<file path="src/rtl/ring_rotate_ctrl_pkg.sv">
// ring_rotate_ctrl_pkg: shared sizes, command/state enums and preset pattern for the ring controller
package ring_rotate_ctrl_pkg;
  localparam int DEPTH = 10;
  localparam int WIDTH = 8;
  localparam int CNT_W = 8;
  localparam int OFF_W = $clog2(DEPTH);
  localparam int PRESET_STEP = 5;
  typedef enum logic [1:0] {OP_NOP, OP_PRESET, OP_ROTATE, OP_RSVD} ring_op_e;
  typedef enum logic [1:0] {S_IDLE, S_ROTATE, S_DONE} ring_state_e;
  function automatic logic [WIDTH-1:0] preset_val(input int i);
    int v;
    v = PRESET_STEP * (i + 1);
    return v[WIDTH-1:0];
  endfunction
endpackage

</file>
<file path="src/rtl/ring_rotate_ctrl_if.sv">
// ring_rotate_ctrl_if: command handshake and status bundle between a command source and the ring controller
//   master: drives cmd_valid/cmd_op/cmd_count/stop, observes ready, busy, done, aborted, head_data, offset
//   slave:  the controller side of the same signals
interface ring_rotate_ctrl_if;
  import ring_rotate_ctrl_pkg::*;
  logic             cmd_valid;
  logic             cmd_ready;
  logic [1:0]       cmd_op;
  logic [CNT_W-1:0] cmd_count;
  logic             stop;
  logic             busy;
  logic             done;
  logic             aborted;
  logic [WIDTH-1:0] head_data;
  logic [OFF_W-1:0] offset;
  modport master (output cmd_valid, cmd_op, cmd_count, stop,
                  input  cmd_ready, busy, done, aborted, head_data, offset);
  modport slave  (input  cmd_valid, cmd_op, cmd_count, stop,
                  output cmd_ready, busy, done, aborted, head_data, offset);
endinterface

</file>
<file path="src/rtl/ring_rotate_ctrl_store.sv">
// ring_store: DEPTH x WIDTH circular register with preset load and single-step rotate
//   clk, reset (sync, active-low, loads the preset pattern)
//   i_load_en: load preset pattern (wins over shift); i_shift_en: stage i+1 <- stage i, stage 0 <- last
//   o_head: stage 0
module ring_store
  import ring_rotate_ctrl_pkg::*;
(
  input  logic             clk,
  input  logic             reset,
  input  logic             i_load_en,
  input  logic             i_shift_en,
  output logic [WIDTH-1:0] o_head
);
  logic [WIDTH-1:0] r_ring [DEPTH];
  always_ff @(posedge clk) begin
    if (!reset || i_load_en) begin
      for (int i = 0; i < DEPTH; i++) r_ring[i] <= preset_val(i);
    end else if (i_shift_en) begin
      r_ring[0] <= r_ring[DEPTH-1];
      for (int i = 1; i < DEPTH; i++) r_ring[i] <= r_ring[i-1];
    end
  end
  assign o_head = r_ring[0];
endmodule

</file>
<file path="src/rtl/ring_rotate_ctrl.sv">
// ring_rotate_ctrl: command FSM that presets/rotates the ring and tracks the cumulative rotation offset
//   clk, reset (sync, active-low)
//   bus (slave): cmd_valid/cmd_ready handshake, cmd_op, cmd_count, stop in; busy, done, aborted, head_data, offset out
module ring_rotate_ctrl
  import ring_rotate_ctrl_pkg::*;
(
  input logic          clk,
  input logic          reset,
  ring_rotate_ctrl_if.slave bus
);
  ring_state_e      r_state;
  logic [CNT_W-1:0] r_remaining;
  logic [OFF_W-1:0] r_offset;
  logic             r_aborted;
  logic             w_accept;
  logic             w_load;
  logic             w_shift;
  logic [WIDTH-1:0] w_head;
  assign w_accept = bus.cmd_valid && r_state == S_IDLE;
  assign w_load   = w_accept && bus.cmd_op == OP_PRESET;
  assign w_shift  = r_state == S_ROTATE;
  ring_store u_store (
    .clk        (clk),
    .reset      (reset),
    .i_load_en  (w_load),
    .i_shift_en (w_shift),
    .o_head     (w_head)
  );
  always_ff @(posedge clk) begin
    if (!reset) begin
      r_state     <= S_IDLE;
      r_remaining <= '0;
      r_offset    <= '0;
      r_aborted   <= 1'b0;
    end else begin
      case (r_state)
        S_IDLE: begin
          r_aborted <= 1'b0;
          if (w_accept && bus.cmd_op == OP_PRESET) begin
            r_offset <= '0;
            r_state  <= S_DONE;
          end else if (w_accept && bus.cmd_op == OP_ROTATE) begin
            r_remaining <= bus.cmd_count;
            r_state     <= bus.cmd_count == '0 ? S_DONE : S_ROTATE;
          end
        end
        S_ROTATE: begin
          r_offset    <= r_offset == OFF_W'(DEPTH - 1) ? '0 : r_offset + OFF_W'(1);
          r_remaining <= r_remaining - CNT_W'(1);
          // the shift of a stop cycle still happens; stop on the last step still flags aborted
          if (bus.stop || r_remaining == CNT_W'(1)) begin
            r_aborted <= bus.stop;
            r_state   <= S_DONE;
          end
        end
        default: r_state <= S_IDLE;
      endcase
    end
  end
  assign bus.cmd_ready = r_state == S_IDLE;
  assign bus.busy      = r_state != S_IDLE;
  assign bus.done      = r_state == S_DONE;
  assign bus.aborted   = r_aborted;
  assign bus.head_data = w_head;
  assign bus.offset    = r_offset;
endmodule

</file>
<file path="src/flat_wrapper.sv">
// flat-port wrapper written by rule: the top's interface ports become plain ports
module ring_rotate_ctrl_flat import ring_rotate_ctrl_pkg::*;
  (clk, reset, bus_cmd_valid, bus_cmd_op, bus_cmd_count, bus_stop, bus_cmd_ready, bus_busy, bus_done, bus_aborted, bus_head_data, bus_offset);
  ring_rotate_ctrl_if bus_i ();
  input logic clk;
  input logic reset;
  input wire logic [$bits(bus_i.cmd_valid)-1:0] bus_cmd_valid;
  input wire logic [$bits(bus_i.cmd_op)-1:0] bus_cmd_op;
  input wire logic [$bits(bus_i.cmd_count)-1:0] bus_cmd_count;
  input wire logic [$bits(bus_i.stop)-1:0] bus_stop;
  output wire logic [$bits(bus_i.cmd_ready)-1:0] bus_cmd_ready;
  output wire logic [$bits(bus_i.busy)-1:0] bus_busy;
  output wire logic [$bits(bus_i.done)-1:0] bus_done;
  output wire logic [$bits(bus_i.aborted)-1:0] bus_aborted;
  output wire logic [$bits(bus_i.head_data)-1:0] bus_head_data;
  output wire logic [$bits(bus_i.offset)-1:0] bus_offset;
  assign bus_i.cmd_valid = bus_cmd_valid;
  assign bus_i.cmd_op = bus_cmd_op;
  assign bus_i.cmd_count = bus_cmd_count;
  assign bus_i.stop = bus_stop;
  assign bus_cmd_ready = bus_i.cmd_ready;
  assign bus_busy = bus_i.busy;
  assign bus_done = bus_i.done;
  assign bus_aborted = bus_i.aborted;
  assign bus_head_data = bus_i.head_data;
  assign bus_offset = bus_i.offset;
  ring_rotate_ctrl u_core (.clk(clk), .reset(reset), .bus(bus_i));
endmodule
</file>
<file path="config.mk">
export PLATFORM = sky130hd
export DESIGN_NAME = ring_rotate_ctrl_flat
export DESIGN_NICKNAME = d
export VERILOG_FILES = /design/src/rtl/ring_rotate_ctrl_pkg.sv /design/src/rtl/ring_rotate_ctrl_if.sv /design/src/rtl/ring_rotate_ctrl_store.sv /design/src/rtl/ring_rotate_ctrl.sv /design/src/flat_wrapper.sv
export SDC_FILE = /design/constraint.sdc
export NUM_CORES = 1
export LEC_CHECK = 0
export CORE_ASPECT_RATIO = 0.5
export CORE_MARGIN = 2
export CORE_UTILIZATION = 54
export DETAILED_ROUTE_END_ITERATION = 16
export PLACE_DENSITY_LB_ADDON = 0.1
export SKIP_CTS_REPAIR_TIMING = 1
export SLEW_MARGIN = 10
export SYNTH_ARGS = -nofsm -noshare
export SYNTH_HDL_FRONTEND = slang
export SYNTH_SLANG_ARGS = --single-unit
</file>
<file path="constraint.sdc">
create_clock -name clk -period 5.41 [get_ports clk]
set_input_delay 1.3525 -clock clk [delete_from_list [all_inputs] [get_ports clk]]
set_output_delay 1.3525 -clock clk [all_outputs]
set_load 0.05 [all_outputs]
</file>
==> impl_metrics.toml <==
[floorplanning]
initial_core_util_pct = 57.3
boundaryPins = 30
die_w_um = 125
rows = 21
die_h_um = 64.3
coreArea_um2 = 6860
dieArea_um2 = 8020

[setup_path]
crit_arrival_ns = 3.60
crit_required_ns = 5.49
endpoint_kind = "flop"
path_cells = "clkdlybuf4s50_1 -> buf_4 -> nand3b_1 -> or2_2"
cpPeakStageDelay_ns = 0.78
worst-setup-path-type = "input port to flop"
path_max_fanout = 61
crit_buf_inv = 2
crit_family = "simple AND/OR/NAND/NOR gates"
start_kind = "input port"
critPathSlowestCell = "nand3b_1"

[global_route]
grt_pass1_vias = 2235
grt_use_total_pct = 18.1
grt_first_pass_wirelength_um = 11200
grt_max_degree = 84
grt_overflow_total = 0
grt_antenna_before_repair = 0

[clock_network]
tritoncts = "yes"
clk_transition_reported_paths_ns = 0.06
root_buffer = "clkbuf_16"
cts_made_buffers = 9
clk_latency_ns = 0.34
cts.sinks = 95
cts_buffer_depth = 2
h-tree-depth = 3

[logic_synthesis]
syn-cell-area_um2 = 3930
avgSynthCellArea_um2 = 13.3
yosys_warnings = 0
syn_nets = 313
ys_ff_latch = 95
postSynth.asyncResetShare_pct = 0
synth_edf_count = 80
yosysUniqueCellTypes = 39
synth-main-ff-cell = "edfxtp_1"
ys_seq_area_share_pct = 68.8
syn_inst = 295

[cells_and_area]
drive_above_1_share_pct = 16.8
final_nets = 329
num_antenna_cells = 0
syn_to_final_growth_pct = 15.2

[power]
switchingPower_mw = 0.443
power.share.clock_pct = 35.8
sw_frac_of_total_pct = 25.3
comb_power_share_pct = 12.5
vdd_drop_max_mv = 0.184
seqPwrFrac_pct = 51.7
power.density_nw_per_um2 = 386
power_leakage_nw = 1.69
p_int_mw = 1.30

[timing]
fin_worst_skew_ns = 0.00838
final-hold-violation-count = 0
setup_slack_ns = 1.89
finalCritPeriodShare_pct = 65.0
max_freq_mhz = 284
rsz0062_at_grt = "no"
setup_viol_count_final = 0
finalSetupTns_ns = 0
maxSlewHeadroom_pct = 30.0
fin_worst_hold_slack_ns = 0.497
slew_violations = 0
fin_crit_ns = 3.52
worst_pin_slew_ns = 1.05

[detailed_routing]
vias = 2308
first_pass_iters = 4
wl_um = 6780
vias_per_cell = 5.66
route.antenna.remaining_nets = 0
drt-initial-drc-count = 265
drc = 0
post_drt_wl_per_cell_um = 16.6

[placed_design]
port_buffers = 29
place_ws_ns = 1.45
dp_hpwl_um = 3870
gp_congestion = 0.843

[flow_run]
max-cap-violations = 0

[hold_path]
hp-class = "flop to flop"

[outcome]
status = "completed"
final cells by class:
type	instances	area (um2)
flip-flops and latches	95	2700
repair buffers	31	305
well taps	92	115
inverters	7	26.3
fillers	519	2330
clock buffers	10	229
multi-input cells	167	1080
clock inverters	6	66.3
sequential cells by signal (all words and copies together) (netlist names):
signal	count
u_core.u_store.r_ring	80
u_core.r_state	2
u_core.r_remaining	8
u_core.bus.aborted	1
u_core.bus.offset	4
power groups by stage:
stage	Clock, mW	Sequential [mW]	Combinational [mW]
final	0.626	0.903	0.219
after global routing	0.665	0.910	0.238
after CTS	0.636	0.902	0.220
after detailed placement	0	0.917	0.218
after global placement	0	0.916	0.212
after floorplan	0	0.910	0.163
metrics by stage:
stage               std cells  power [mW]  util (%)  cell area [um2]
CTS                       408        1.76      66.0             4520
floorplan                 295        1.07         -             3930
detailed placement        392        1.13      61.7             4230
global placement          392        1.13      61.7             4230
global route              408        1.81      66.0             4520
finish                    408        1.75      66.0             4520
worst paths after layout:
kind	endpoint	cells after the start	start	slack [ns]
setup / recovery	u_core.u_store.r_ring[0][17]$_SDFFCE_PN1P_	4	reset	1.89
hold / removal	u_core.bus.offset[3]$_SDFFE_PN0P_	1	u_core.bus.offset[3]$_SDFFE_PN0P_	0.50
setup reg to reg	u_core.u_store.r_ring[0][17]$_SDFFCE_PN1P_	2	u_core.r_state[0]$_SDFFE_PN0P_	3.13
hold reg to reg	u_core.bus.offset[3]$_SDFFE_PN0P_	1	u_core.bus.offset[3]$_SDFFE_PN0P_	0.50
layout by cell type (no fill, tap or decap), types with 2 or more instances in the layout:
| master | netlist | routed |
|---|---|---|
| or2_2 | 29 | 29 |
| and3b_1 | 2 | 2 |
| dfxtp_1 | 15 | 15 |
| clkbuf_16 | 0 | 9 |
| nand3b_1 | 2 | 2 |
| a21o_1 | 2 | 2 |
| a31oi_1 | 2 | 2 |
| nand2b_1 | 2 | 2 |
| a211oi_1 | 5 | 5 |
| ha_1 | 4 | 4 |
| inv_6 | 0 | 2 |
| nor4_1 | 3 | 3 |
| nand2_1 | 5 | 4 |
| nor2_1 | 11 | 10 |
| edfxtp_1 | 80 | 80 |
| o21bai_1 | 2 | 2 |
| xor2_1 | 2 | 2 |
| buf_4 | 8 | 2 |
| a21oi_1 | 15 | 15 |
| and3_1 | 51 | 51 |
| inv_1 | 7 | 7 |
| o21ai_0 | 7 | 7 |
| clkdlybuf4s50_1 | 0 | 29 |
| clkinvlp_4 | 0 | 2 |
| nor3_1 | 3 | 3 |
| nand3_1 | 5 | 5 |
cell usage after synthesis (all sizes together), types with 3 or more instances:
library cell,n,area (um2)
edfxtp,80,2400
nand3,5,25.0
nor2,11,41.3
and3,52,327
nor3,3,15.0
clkbuf,16,60.1
ha,4,50.1
o21ai,7,35.0
inv,7,26.3
nor4,4,40.0
a21o,3,23.8
a211oi,5,37.5
buf,10,70.1
a21oi,15,75.1
a31oi,3,25.0
dfxtp,15,300
nand2,5,18.8
or2,30,188
logic make-up after synthesis:
kind of cell | Yosys count | share of synthesized area, %
compound gates | 43 | 7.36
simple gates | 118 | 18.2
flops | 95 | 68.8
xor+xnor | 2 | 0.446
buf+inv | 33 | 3.98
fa+ha+maj | 4 | 1.27
worst register-to-register path, stage by stage, from the launching register on:
cell and delay [ns]:
dfxtp_1 0.62, nand3b_1 0.81, or2_2 0.60
routing by layer:
layer  GRT usage (%)  up-vias  routed length [um]
li1                -     1119                   -
met1            25.9     1130                3500
met2            26.8       50                2910
met3            5.70        9                 301
met4            5.76        0                  70
met5               0        -                   0
(Power assumes the default switching activity.)
